<file path="config.mk">
export PLATFORM = sky130hd
export DESIGN_NAME = millennium_rtc_core_flat
export DESIGN_NICKNAME = d
export VERILOG_FILES = /design/src/rtl/millennium_rtc_core_if.sv /design/src/rtl/millennium_rtc_core.sv /design/src/flat_wrapper.sv
export SDC_FILE = /design/constraint.sdc
export NUM_CORES = 1
export LEC_CHECK = 0
export BUFFER_PORTS_ARGS = -buffer_cell sky130_fd_sc_hd__buf_2
export CORE_UTILIZATION = 52
export DETAILED_ROUTE_END_ITERATION = 10
export GPL_ROUTABILITY_DRIVEN = 0
export PLACE_DENSITY = 0.78
export REMOVE_ABC_BUFFERS = 1
export SLEW_MARGIN = 20
export SYNTH_ARGS = -nofsm -noshare
export SYNTH_HDL_FRONTEND = slang
export SYNTH_SLANG_ARGS = --single-unit
export TNS_END_PERCENT = 30
</file>
<file path="constraint.sdc">
create_clock -name clk -period 16.5 [get_ports clk]
set_input_delay 0 -clock clk [delete_from_list [all_inputs] [get_ports clk]]
set_output_delay 0 -clock clk [all_outputs]
set_load 0.01 [all_outputs]
</file>
<file path="src/rtl/millennium_rtc_core_if.sv">
// Control and display bus of the calendar core: edit/tick inputs in, BCD fields and rollover pulses out.
interface millennium_rtc_core_if;
  logic        tick_1hz;
  logic        en;
  logic [2:0]  select_item;
  logic        up;
  logic        down;
  logic [7:0]  bcd_ss;
  logic [7:0]  bcd_mm;
  logic [7:0]  bcd_hh;
  logic [7:0]  bcd_dd;
  logic [7:0]  bcd_mo;
  logic [15:0] bcd_yyyy;
  logic        min_pulse;
  logic        day_pulse;
  logic        year_wrap;

  modport master (
    output tick_1hz, en, select_item, up, down,
    input  bcd_ss, bcd_mm, bcd_hh, bcd_dd, bcd_mo, bcd_yyyy,
    input  min_pulse, day_pulse, year_wrap
  );

  modport slave (
    input  tick_1hz, en, select_item, up, down,
    output bcd_ss, bcd_mm, bcd_hh, bcd_dd, bcd_mo, bcd_yyyy,
    output min_pulse, day_pulse, year_wrap
  );
endinterface

</file>
<file path="src/rtl/millennium_rtc_core.sv">
// BCD calendar core: time fields kept in binary with registered BCD copies, year kept natively in BCD.
// Advances on a 1 Hz enable; set mode edits one field at a time with wrap and day clamping.
module millennium_rtc_core #(
  parameter int YEAR_MIN   = 2000,
  parameter int YEAR_MAX   = 2999,
  parameter int RESET_YEAR = 2000
) (
  input  logic                  clk,
  input  logic                  rst,
  millennium_rtc_core_if.slave  bus
);

  typedef enum logic [2:0] {
    SEL_SS   = 3'd0,
    SEL_MM   = 3'd1,
    SEL_HH   = 3'd2,
    SEL_DD   = 3'd3,
    SEL_MO   = 3'd4,
    SEL_YYYY = 3'd5
  } sel_e;

  function automatic logic [15:0] bin_to_bcd16(input int v);
    return {4'((v / 1000) % 10), 4'((v / 100) % 10), 4'((v / 10) % 10), 4'(v % 10)};
  endfunction

  function automatic logic [7:0] bin_to_bcd8(input logic [6:0] v);
    return {4'(v / 7'd10), 4'(v % 7'd10)};
  endfunction

  function automatic logic [15:0] bcd16_inc(input logic [15:0] y);
    logic [15:0] r;
    logic        carry;
    r     = y;
    carry = 1'b1;
    for (int i = 0; i < 4; i++) begin
      if (carry) begin
        if (r[i*4 +: 4] == 4'd9) begin
          r[i*4 +: 4] = 4'd0;
        end else begin
          r[i*4 +: 4] = r[i*4 +: 4] + 4'd1;
          carry       = 1'b0;
        end
      end
    end
    return r;
  endfunction

  function automatic logic [15:0] bcd16_dec(input logic [15:0] y);
    logic [15:0] r;
    logic        borrow;
    r      = y;
    borrow = 1'b1;
    for (int i = 0; i < 4; i++) begin
      if (borrow) begin
        if (r[i*4 +: 4] == 4'd0) begin
          r[i*4 +: 4] = 4'd9;
        end else begin
          r[i*4 +: 4] = r[i*4 +: 4] - 4'd1;
          borrow      = 1'b0;
        end
      end
    end
    return r;
  endfunction

  // Century years (low pair 00) are leap only when the high pair is a multiple of 4.
  function automatic logic is_leap_bcd(input logic [15:0] y);
    logic [6:0] lo;
    logic [6:0] hi;
    lo = {3'd0, y[7:4]}   * 7'd10 + {3'd0, y[3:0]};
    hi = {3'd0, y[15:12]} * 7'd10 + {3'd0, y[11:8]};
    if (lo == 7'd0) return (hi % 7'd4) == 7'd0;
    return (lo % 7'd4) == 7'd0;
  endfunction

  function automatic logic [4:0] days_in_month(input logic [3:0] mo, input logic [15:0] y);
    case (mo)
      4'd2:                    return is_leap_bcd(y) ? 5'd29 : 5'd28;
      4'd4, 4'd6, 4'd9, 4'd11: return 5'd30;
      default:                 return 5'd31;
    endcase
  endfunction

  localparam logic [15:0] YMIN_BCD = bin_to_bcd16(YEAR_MIN);
  localparam logic [15:0] YMAX_BCD = bin_to_bcd16(YEAR_MAX);
  localparam logic [15:0] YRST_BCD = bin_to_bcd16(RESET_YEAR);

  if (YEAR_MIN < 0 || YEAR_MAX > 9999 || YEAR_MIN > YEAR_MAX ||
      RESET_YEAR < YEAR_MIN || RESET_YEAR > YEAR_MAX) begin : g_bad_params
    $error("millennium_rtc_core: invalid YEAR_MIN/YEAR_MAX/RESET_YEAR");
  end

  logic [5:0]  r_ss, r_mm;
  logic [4:0]  r_hh, r_dd;
  logic [3:0]  r_mo;
  logic [15:0] r_yyyy;
  logic [7:0]  r_bcd_ss, r_bcd_mm, r_bcd_hh, r_bcd_dd, r_bcd_mo;
  logic        r_min_pulse, r_day_pulse, r_year_wrap;

  logic [5:0]  w_ss, w_mm;
  logic [4:0]  w_hh, w_dd;
  logic [3:0]  w_mo;
  logic [15:0] w_yyyy;
  logic        w_min_pulse, w_day_pulse, w_year_wrap;
  logic        w_step_up, w_step_dn;
  logic [4:0]  w_dim_cur, w_dim_new;

  always_comb begin
    // NOTE: every output of this block gets a default first, so no path can infer a latch.
    w_ss        = r_ss;
    w_mm        = r_mm;
    w_hh        = r_hh;
    w_dd        = r_dd;
    w_mo        = r_mo;
    w_yyyy      = r_yyyy;
    w_min_pulse = 1'b0;
    w_day_pulse = 1'b0;
    w_year_wrap = 1'b0;
    w_step_up   = bus.up & ~bus.down;
    w_step_dn   = bus.down & ~bus.up;
    w_dim_cur   = days_in_month(r_mo, r_yyyy);

    if (bus.en) begin
      if (bus.tick_1hz) begin
        if (r_ss == 6'd59) begin
          w_ss        = 6'd0;
          w_min_pulse = 1'b1;
          if (r_mm == 6'd59) begin
            w_mm = 6'd0;
            if (r_hh == 5'd23) begin
              w_hh        = 5'd0;
              w_day_pulse = 1'b1;
              if (r_dd == w_dim_cur) begin
                w_dd = 5'd1;
                if (r_mo == 4'd12) begin
                  w_mo = 4'd1;
                  if (r_yyyy == YMAX_BCD) begin
                    w_yyyy      = YMIN_BCD;
                    w_year_wrap = 1'b1;
                  end else begin
                    w_yyyy = bcd16_inc(r_yyyy);
                  end
                end else begin
                  w_mo = r_mo + 4'd1;
                end
              end else begin
                w_dd = r_dd + 5'd1;
              end
            end else begin
              w_hh = r_hh + 5'd1;
            end
          end else begin
            w_mm = r_mm + 6'd1;
          end
        end else begin
          w_ss = r_ss + 6'd1;
        end
      end
    end else if (w_step_up || w_step_dn) begin
      case (bus.select_item)
        SEL_SS: w_ss = w_step_up ? ((r_ss == 6'd59) ? 6'd0  : r_ss + 6'd1)
                                 : ((r_ss == 6'd0)  ? 6'd59 : r_ss - 6'd1);
        SEL_MM: w_mm = w_step_up ? ((r_mm == 6'd59) ? 6'd0  : r_mm + 6'd1)
                                 : ((r_mm == 6'd0)  ? 6'd59 : r_mm - 6'd1);
        SEL_HH: w_hh = w_step_up ? ((r_hh == 5'd23) ? 5'd0  : r_hh + 5'd1)
                                 : ((r_hh == 5'd0)  ? 5'd23 : r_hh - 5'd1);
        SEL_DD: w_dd = w_step_up ? ((r_dd == w_dim_cur) ? 5'd1 : r_dd + 5'd1)
                                 : ((r_dd == 5'd1) ? w_dim_cur : r_dd - 5'd1);
        SEL_MO: w_mo = w_step_up ? ((r_mo == 4'd12) ? 4'd1  : r_mo + 4'd1)
                                 : ((r_mo == 4'd1)  ? 4'd12 : r_mo - 4'd1);
        SEL_YYYY: w_yyyy = w_step_up ? ((r_yyyy == YMAX_BCD) ? YMIN_BCD : bcd16_inc(r_yyyy))
                                     : ((r_yyyy == YMIN_BCD) ? YMAX_BCD : bcd16_dec(r_yyyy));
        default: ;
      endcase
    end

    // A month or year edit can shorten the month under the current day.
    w_dim_new = days_in_month(w_mo, w_yyyy);
    if (w_dd > w_dim_new) w_dd = w_dim_new;
  end

  always_ff @(posedge clk) begin
    // NOTE: state registers use non-blocking assignments so every flop samples pre-edge values.
    if (rst) begin
      r_ss        <= 6'd0;
      r_mm        <= 6'd0;
      r_hh        <= 5'd0;
      r_dd        <= 5'd1;
      r_mo        <= 4'd1;
      r_yyyy      <= YRST_BCD;
      r_bcd_ss    <= 8'h00;
      r_bcd_mm    <= 8'h00;
      r_bcd_hh    <= 8'h00;
      r_bcd_dd    <= 8'h01;
      r_bcd_mo    <= 8'h01;
      r_min_pulse <= 1'b0;
      r_day_pulse <= 1'b0;
      r_year_wrap <= 1'b0;
    end else begin
      r_ss        <= w_ss;
      r_mm        <= w_mm;
      r_hh        <= w_hh;
      r_dd        <= w_dd;
      r_mo        <= w_mo;
      r_yyyy      <= w_yyyy;
      r_bcd_ss    <= bin_to_bcd8({1'b0, w_ss});
      r_bcd_mm    <= bin_to_bcd8({1'b0, w_mm});
      r_bcd_hh    <= bin_to_bcd8({2'b0, w_hh});
      r_bcd_dd    <= bin_to_bcd8({2'b0, w_dd});
      r_bcd_mo    <= bin_to_bcd8({3'b0, w_mo});
      r_min_pulse <= w_min_pulse;
      r_day_pulse <= w_day_pulse;
      r_year_wrap <= w_year_wrap;
    end
  end

  assign bus.bcd_ss    = r_bcd_ss;
  assign bus.bcd_mm    = r_bcd_mm;
  assign bus.bcd_hh    = r_bcd_hh;
  assign bus.bcd_dd    = r_bcd_dd;
  assign bus.bcd_mo    = r_bcd_mo;
  assign bus.bcd_yyyy  = r_yyyy;
  assign bus.min_pulse = r_min_pulse;
  assign bus.day_pulse = r_day_pulse;
  assign bus.year_wrap = r_year_wrap;

endmodule

</file>
<file path="src/flat_wrapper.sv">
// flat-port wrapper written by rule: the top's interface ports become plain ports
module millennium_rtc_core_flat 
#(
  parameter int YEAR_MIN   = 2000,
  parameter int YEAR_MAX   = 2999,
  parameter int RESET_YEAR = 2000
)
  (clk, rst, bus_tick_1hz, bus_en, bus_select_item, bus_up, bus_down, bus_bcd_ss, bus_bcd_mm, bus_bcd_hh, bus_bcd_dd, bus_bcd_mo, bus_bcd_yyyy, bus_min_pulse, bus_day_pulse, bus_year_wrap);
  millennium_rtc_core_if bus_i ();
  input  logic clk;
  input  logic rst;
  input wire logic [$bits(bus_i.tick_1hz)-1:0] bus_tick_1hz;
  input wire logic [$bits(bus_i.en)-1:0] bus_en;
  input wire logic [$bits(bus_i.select_item)-1:0] bus_select_item;
  input wire logic [$bits(bus_i.up)-1:0] bus_up;
  input wire logic [$bits(bus_i.down)-1:0] bus_down;
  output wire logic [$bits(bus_i.bcd_ss)-1:0] bus_bcd_ss;
  output wire logic [$bits(bus_i.bcd_mm)-1:0] bus_bcd_mm;
  output wire logic [$bits(bus_i.bcd_hh)-1:0] bus_bcd_hh;
  output wire logic [$bits(bus_i.bcd_dd)-1:0] bus_bcd_dd;
  output wire logic [$bits(bus_i.bcd_mo)-1:0] bus_bcd_mo;
  output wire logic [$bits(bus_i.bcd_yyyy)-1:0] bus_bcd_yyyy;
  output wire logic [$bits(bus_i.min_pulse)-1:0] bus_min_pulse;
  output wire logic [$bits(bus_i.day_pulse)-1:0] bus_day_pulse;
  output wire logic [$bits(bus_i.year_wrap)-1:0] bus_year_wrap;
  assign bus_i.tick_1hz = bus_tick_1hz;
  assign bus_i.en = bus_en;
  assign bus_i.select_item = bus_select_item;
  assign bus_i.up = bus_up;
  assign bus_i.down = bus_down;
  assign bus_bcd_ss = bus_i.bcd_ss;
  assign bus_bcd_mm = bus_i.bcd_mm;
  assign bus_bcd_hh = bus_i.bcd_hh;
  assign bus_bcd_dd = bus_i.bcd_dd;
  assign bus_bcd_mo = bus_i.bcd_mo;
  assign bus_bcd_yyyy = bus_i.bcd_yyyy;
  assign bus_min_pulse = bus_i.min_pulse;
  assign bus_day_pulse = bus_i.day_pulse;
  assign bus_year_wrap = bus_i.year_wrap;
  millennium_rtc_core #(.YEAR_MIN(YEAR_MIN), .YEAR_MAX(YEAR_MAX), .RESET_YEAR(RESET_YEAR)) u_core (.clk(clk), .rst(rst), .bus(bus_i));
endmodule
</file>
Word-level counts from Yosys, hierarchy flattened
Index checks and enable logic that the tools add are counted.

storage, ports and cells
  logic and storage cells = 257
  register bits after elaboration = 85
  input port bits = 9
  output and inout port bits = 59

cells by class
  multiply operators = 4
  bitwise logic cells = 11
  magnitude comparators = 1
  divide/modulo/power cells = 10
  $add $sub $neg = 22
  reductions and logical operators = 20
  equality and inequality tests = 28
  multiplexer cells = 147

operators with widths
  operator                                               count
  2-to-1 mux 16 bit                                      13
  2-to-1 mux 4 bit                                       28
  2-to-1 mux 5 bit                                       20
  2-to-1 mux 6 bit                                       15
  2-to-1 mux 1 bit                                       69
  zero test 7 bit                                        6
  equality test 4 bit, second input constant             9
  equality test 16 x 14 -> 1 bit, second input constant  2
  adder 4 x 1 -> 4 bit, second input constant            5
  one-hot mux 5 bit (2 select lines)                     2
  subtractor 4 x 1 -> 4 bit, second input constant       5
  equality test 4 x 3 -> 1 bit, second input constant    4
  zero test 4 bit                                        4
  adder 7 x 4 -> 7 bit                                   2
  divider 5 x 4 -> 7 bit, second input constant          2
  divider 6 x 4 -> 7 bit, second input constant          2
  modulo 5 x 4 -> 7 bit, second input constant           2
  modulo 6 x 4 -> 7 bit, second input constant           2
  adder 6 x 1 -> 6 bit, second input constant            2
  equality test 6 bit, second input constant             2
  zero test 6 bit                                        2
  multiplier 4 x 3 -> 6 bit, second input constant       2
  subtractor 6 x 1 -> 6 bit, second input constant       2
  adder 5 x 1 -> 5 bit, second input constant            2
  other kinds (23)                                       39

Depth between registers and ports, before layout
  depth in word-level cells = 55
  mapped depth = 38
  gate-level depth less buffers = 37

Worst setup path before layout
OpenSTA, ideal clock, no wires.

  kind = register to register
  start = register u_core.r_yyyy[5], in the netlist u_core.bus.bcd_yyyy[5]
  end = register u_core.r_bcd_dd[1], in the netlist u_core.bus.bcd_dd[1]
  buffers on the path = 1
  stages on the path, launching flop included = 37
  arrival time = 7.865 ns
  setup slack = 8.564 ns
  library setup time = 0.071 ns
  period minus slack after synthesis = 7.936 ns
  data required time = 16.429 ns
  cells stage by stage = dfxtp_1 ha_1 ha_1 inv_1 fa_1 and4b_1 a31o_1 a2111o_1 buf_6 nand2_1 nand4_1 a2111o_1 a31oi_1 ha_1 ha_1 or2_2 a21oi_1 nor3_1 a211oi_1 nand2b_1 o211a_1 a31oi_1 a211oi_2 ha_1 nand2_1 o21ai_0 or2_2 o2111ai_1 o41ai_4 a21oi_1 xnor2_1 ha_1 or3_1 a2bb2oi_2 o21ai_1 or4_1 a21oi_1

between the ends
  elaborated cells on any way between the ends = 115
  those cells by class = add/sub (5); mul (3); div (1); order compare (1); eq/ne (9); mux (90); reduce/logical (6)

RTL lines
  item                                  RTL line                    RTL
  start, declared                       millennium_rtc_core.sv:96   logic [15:0] r_yyyy;
  start signal, assigned                millennium_rtc_core.sv:205  r_yyyy <= w_yyyy;
  multiplier 4 x 3 -> 6 bit             millennium_rtc_core.sv:70   lo = {3'd0, y[7:4]} * 7'd10 + {3'd0, y[3:0]};
  adder 7 x 4 -> 7 bit                  millennium_rtc_core.sv:70
  zero test 7 bit                       millennium_rtc_core.sv:72   if (lo == 7'd0) return (hi % 7'd4) == 7'd0;
  2-to-1 mux 1 bit                      millennium_rtc_core.sv:72
  2-to-1 mux 1 bit                      millennium_rtc_core.sv:77   case (mo)
  2-to-1 mux 1 bit                      millennium_rtc_core.sv:73   return (lo % 7'd4) == 7'd0;
  2-to-1 mux 1 bit                      millennium_rtc_core.sv:77
  2-to-1 mux 1 bit                      millennium_rtc_core.sv:78   4'd2: return is_leap_bcd(y) ? 5'd29 : 5'd28;
  [... 8 more ...]                      --
  net u_core.w_yyyy[6]                  millennium_rtc_core.sv:103  logic [15:0] w_yyyy;
  [... 4 more ...]                      --
  2-to-1 mux 1 bit *                    millennium_rtc_core.sv:77
  2-to-1 mux 1 bit *                    millennium_rtc_core.sv:73
  2-to-1 mux 1 bit *                    millennium_rtc_core.sv:77
  2-to-1 mux 1 bit *                    millennium_rtc_core.sv:78
  one-hot mux 5 bit (2 select lines) *  millennium_rtc_core.sv:77
  > comparator 5 bit                    millennium_rtc_core.sv:179  if (w_dd > w_dim_new) w_dd = w_dim_new;
  2-to-1 mux 5 bit *                    millennium_rtc_core.sv:179
  modulo 5 x 4 -> 7 bit *               millennium_rtc_core.sv:27   return {4'(v / 7'd10), 4'(v % 7'd10)};
  end signal, assigned                  millennium_rtc_core.sv:209  r_bcd_dd <= bin_to_bcd8({2'b0, w_dd});
  end, declared                         millennium_rtc_core.sv:97   logic [7:0] r_bcd_ss, r_bcd_mm, r_bcd_hh, r_bcd_dd, r_bcd_mo;

The timed path passes the listed nets; every way through them passes the cells marked *. The select of a mux whose other input is x is not followed.
A chain may end at the register's enable or synchronous reset.

Worst setup path after layout
  start = register u_core.r_yyyy[7], in the netlist u_core.bus.bcd_yyyy[7]
  end = register u_core.r_bcd_dd[1], in the netlist u_core.bus.bcd_dd[1]

Same word-level chain as after synthesis.

==> flow_summary.json <==
{
  "insertion_delay_ns": 0.35,
  "slew_headroom": 0.332,
  "crit_fanout": 15,
  "ctsLongestPathBuffers": 2,
  "crit_path_frequent_cell": "ha_1",
  "cts_resized": 0,
  "cp.required_ns": 16.78,
  "multi_input_comb_area_mm2": 0.00540,
  "fp.dieH_um": 121,
  "fin_setup_tns_ns": 0,
  "peakVddDrop_v": 0.0000644,
  "ant_nets": 0,
  "maxSlewViolCount": 0,
  "synth_top_area_frac": 0.193,
  "cts-htree-levels": 3,
  "drt_drc_violations_left": 0,
  "grt_max_degree": 54,
  "fin_nets": 1075,
  "synth_flop_cell": "dfxtp_1",
  "fmax_mhz": 108,
  "worst_slew_pin_slew_ns": 1.00,
  "cts-hold-fix-buffers": 0,
  "min_path_type": "input pin to flip-flop",
  "root_buffer": "clkbuf_16",
  "ys.warnings.count": 0,
  "instances_no_fill": 1196,
  "grt_pass1_wl_mm": 32.7,
  "cts_buffers": 9,
  "ys_types": 105,
  "end_kind": "flip-flop",
  "ios": 68,
  "fillCellCount": 1303,
  "setup_viol": 0,
  "period_share": 0.561,
  "drive_above_1_share": 0.122,
  "final_core_util": 0.572,
  "initial_core_util": 0.532,
  "fin_area_mm2": 0.00791,
  "post-cts-setup-buffers": 0,
  "port_buffers": 58,
  "antenna_found_initial": 1,
  "dr.pass1.iters": 5,
  "synth_area_leader_cell": "dfxtp_1",
  "synthTopCellsByArea": "dfxtp_1 19%, ha_1 8.8%, nor2_1 5.5%, a21oi_1 4.8%, nand2_1 4.3%",
  "cp_slowest_stage_delay_ns": 0.79,
  "dpl-instance-area_mm2": 0.00758,
  "status": "complete, no violations",
  "crit_path_start_kind": "flip-flop",
  "cp.arrival_ns": 9.54,
  "hold_ws_ns": 0.261,
  "track_usage": 0.279,
  "max_cap_violations": 0,
  "path_clk_slew_ns": 0.06,
  "finalClockSkew_ns": 0.00946,
  "seq_area_frac_synth": 0.193,
  "rows": 43,
  "critical_path_class": "flip-flop to flip-flop",
  "die-width_um": 121,
  "power.density_mw_per_mm2": 72.0,
  "pre_cts_slack_ns": 7.39,
  "dp_cells": 1179,
  "cts.sinks": 71,
  "rrSetupSlack_ns": 7.24,
  "vias_per_cell": 6.27,
  "crit_slowest_cell": "a32oi_1",
  "wl_mm": 19.9,
  "synth_cells": 1006,
  "die-area_mm2": 0.0146,
  "synth_edf_count": 0,
  "setup_ws_ns": 7.24,
  "wl_per_cell_um": 16.7,
  "drt_iter0_drc": 619,
  "grt_setup_unrepaired": "false",
  "regArea_mm2": 0.00142,
  "synth.cell_area_mm2": 0.00736,
  "p_total_mw": 0.570,
  "synthArstFlopShare": 0,
  "cts_tree": "built",
  "period_needed_ns": 9.26,
  "hpwl_mm": 13.8,
  "coreArea_mm2": 0.0138,
  "p_leak_nw": 3.26,
  "hold_viol": 0,
  "gr-total-overflow": 0,
  "avgSynthCellArea_um2": 7.32,
  "dr_total_vias": 7502,
  "area_growth_pct": 7.44,
  "grt_pass1_vias": 6765,
  "synth_seq_cells": 71
}
[layout by cell type, fill, tap and decap left out, drive strengths merged, types with 6 or more instances in the layout]
master,n
a22oi,10
nor3b,9
o31ai,10
nand3,36
a21oi,71
nor2b,12
a31oi,14
xnor2,17
a211oi,14
ha,52
or3,7
nand4,12
conb,9
clkbuf,10
o311ai,6
o211ai,14
dfxtp,71
nor2,108
nand2b,9
and2,23
xor2,14
and4b,6
nand2,85
o21ai,60
nor3,37
buf,64
a221oi,9
mux2i,24
nor4,8
inv,53
or2,9
and3,11
[worst max-delay path, delay by kind of cell, from the launching register on]
family / cells / cell delay (ns)
adder cells (fa/ha/maj): 8 / 2.60
AO/OA/AOI/OAI: 14 / 3.42
buffers and inverters: 1 / 0.06
flip-flops: 1 / 0.66
XOR/XNOR: 2 / 0.44
AND/OR/NAND/NOR: 9 / 1.91
multiplexers: 1 / 0.09
[registers in the layout (all words and copies together) (netlist names), 3 cells and up]
| register | count |
|---|---|
| u_core.bus.bcd_ss | 7 |
| u_core.bus.bcd_yyyy | 16 |
| u_core.r_ss | 5 |
| u_core.r_mm | 5 |
| u_core.r_dd | 4 |
| u_core.bus.bcd_dd | 6 |
| u_core.bus.bcd_mm | 7 |
| u_core.bus.bcd_hh | 6 |
| u_core.r_hh | 4 |
| u_core.r_mo | 3 |
| u_core.bus.bcd_mo | 5 |
[where the power goes]
| group | leakage (nW) | internal (mW) | switching (mW) |
|---|---|---|---|
| registers | 0.580 | 0.184 | 0.0140 |
| logic | 2.53 | 0.0626 | 0.0940 |
| clock network | 0.147 | 0.136 | 0.0801 |
| total | 3.26 | 0.382 | 0.188 |
[per-layer routing]
| metal | up-vias | wire (um) | part of all wire | global-route usage |
|---|---|---|---|---|
| met5 | - | 0 | 0 | 0 |
| met4 | 0 | 559 | 0.028 | 0.133 |
| met3 | 53 | 1690 | 0.085 | 0.0536 |
| met2 | 348 | 9180 | 0.46 | 0.448 |
| met1 | 3446 | 8520 | 0.43 | 0.357 |
| li1 | 3655 | - | - | - |
[cell families after synthesis]
family / Yosys count / synth area share
buf+inv: 133 / 0.0780
compound gates: 282 / 0.263
other cells: 1 / 0.000509
flops: 71 / 0.193
mux: 30 / 0.0438
xor+xnor: 31 / 0.0369
simple gates: 401 / 0.284
fa+ha+maj: 57 / 0.101
[path summary, 6_finish.rpt]
kind                                               from                       to  depth (start not counted)
worst max-delay path             u_core.bus.bcd_yyyy[7]     u_core.bus.bcd_dd[1]                         35
worst min-delay path                                rst           u_core.r_mm[5]                          3
worst max register to register   u_core.bus.bcd_yyyy[7]     u_core.bus.bcd_dd[1]                         35
worst min register to register  u_core.bus.bcd_yyyy[15]  u_core.bus.bcd_yyyy[15]                          2
[layout make-up]
| class | count | area share |
|---|---|---|
| inverter | 54 | 0.0256 |
| sequential | 71 | 0.180 |
| clock inverter | 5 | 0.0104 |
| tap | 180 | 0.0285 |
| timing repair buffer | 64 | 0.0424 |
| antenna | 2 | 0.000633 |
| clock buffer | 10 | 0.0302 |
| multi-input combinational | 810 | 0.683 |
[cells in the mapped netlist (all sizes together) (17+ instances only)]
| master | instances |
|---|---|
| a21oi | 71 |
| and2 | 23 |
| buf | 30 |
| clkbuf | 49 |
| dfxtp | 71 |
| ha | 52 |
| inv | 53 |
| mux2i | 24 |
| nand2 | 85 |
| nand3 | 36 |
| nor2 | 108 |
| nor3 | 37 |
| o21ai | 60 |
| xnor2 | 17 |
Note: power is estimated with default switching activity, not from simulation.
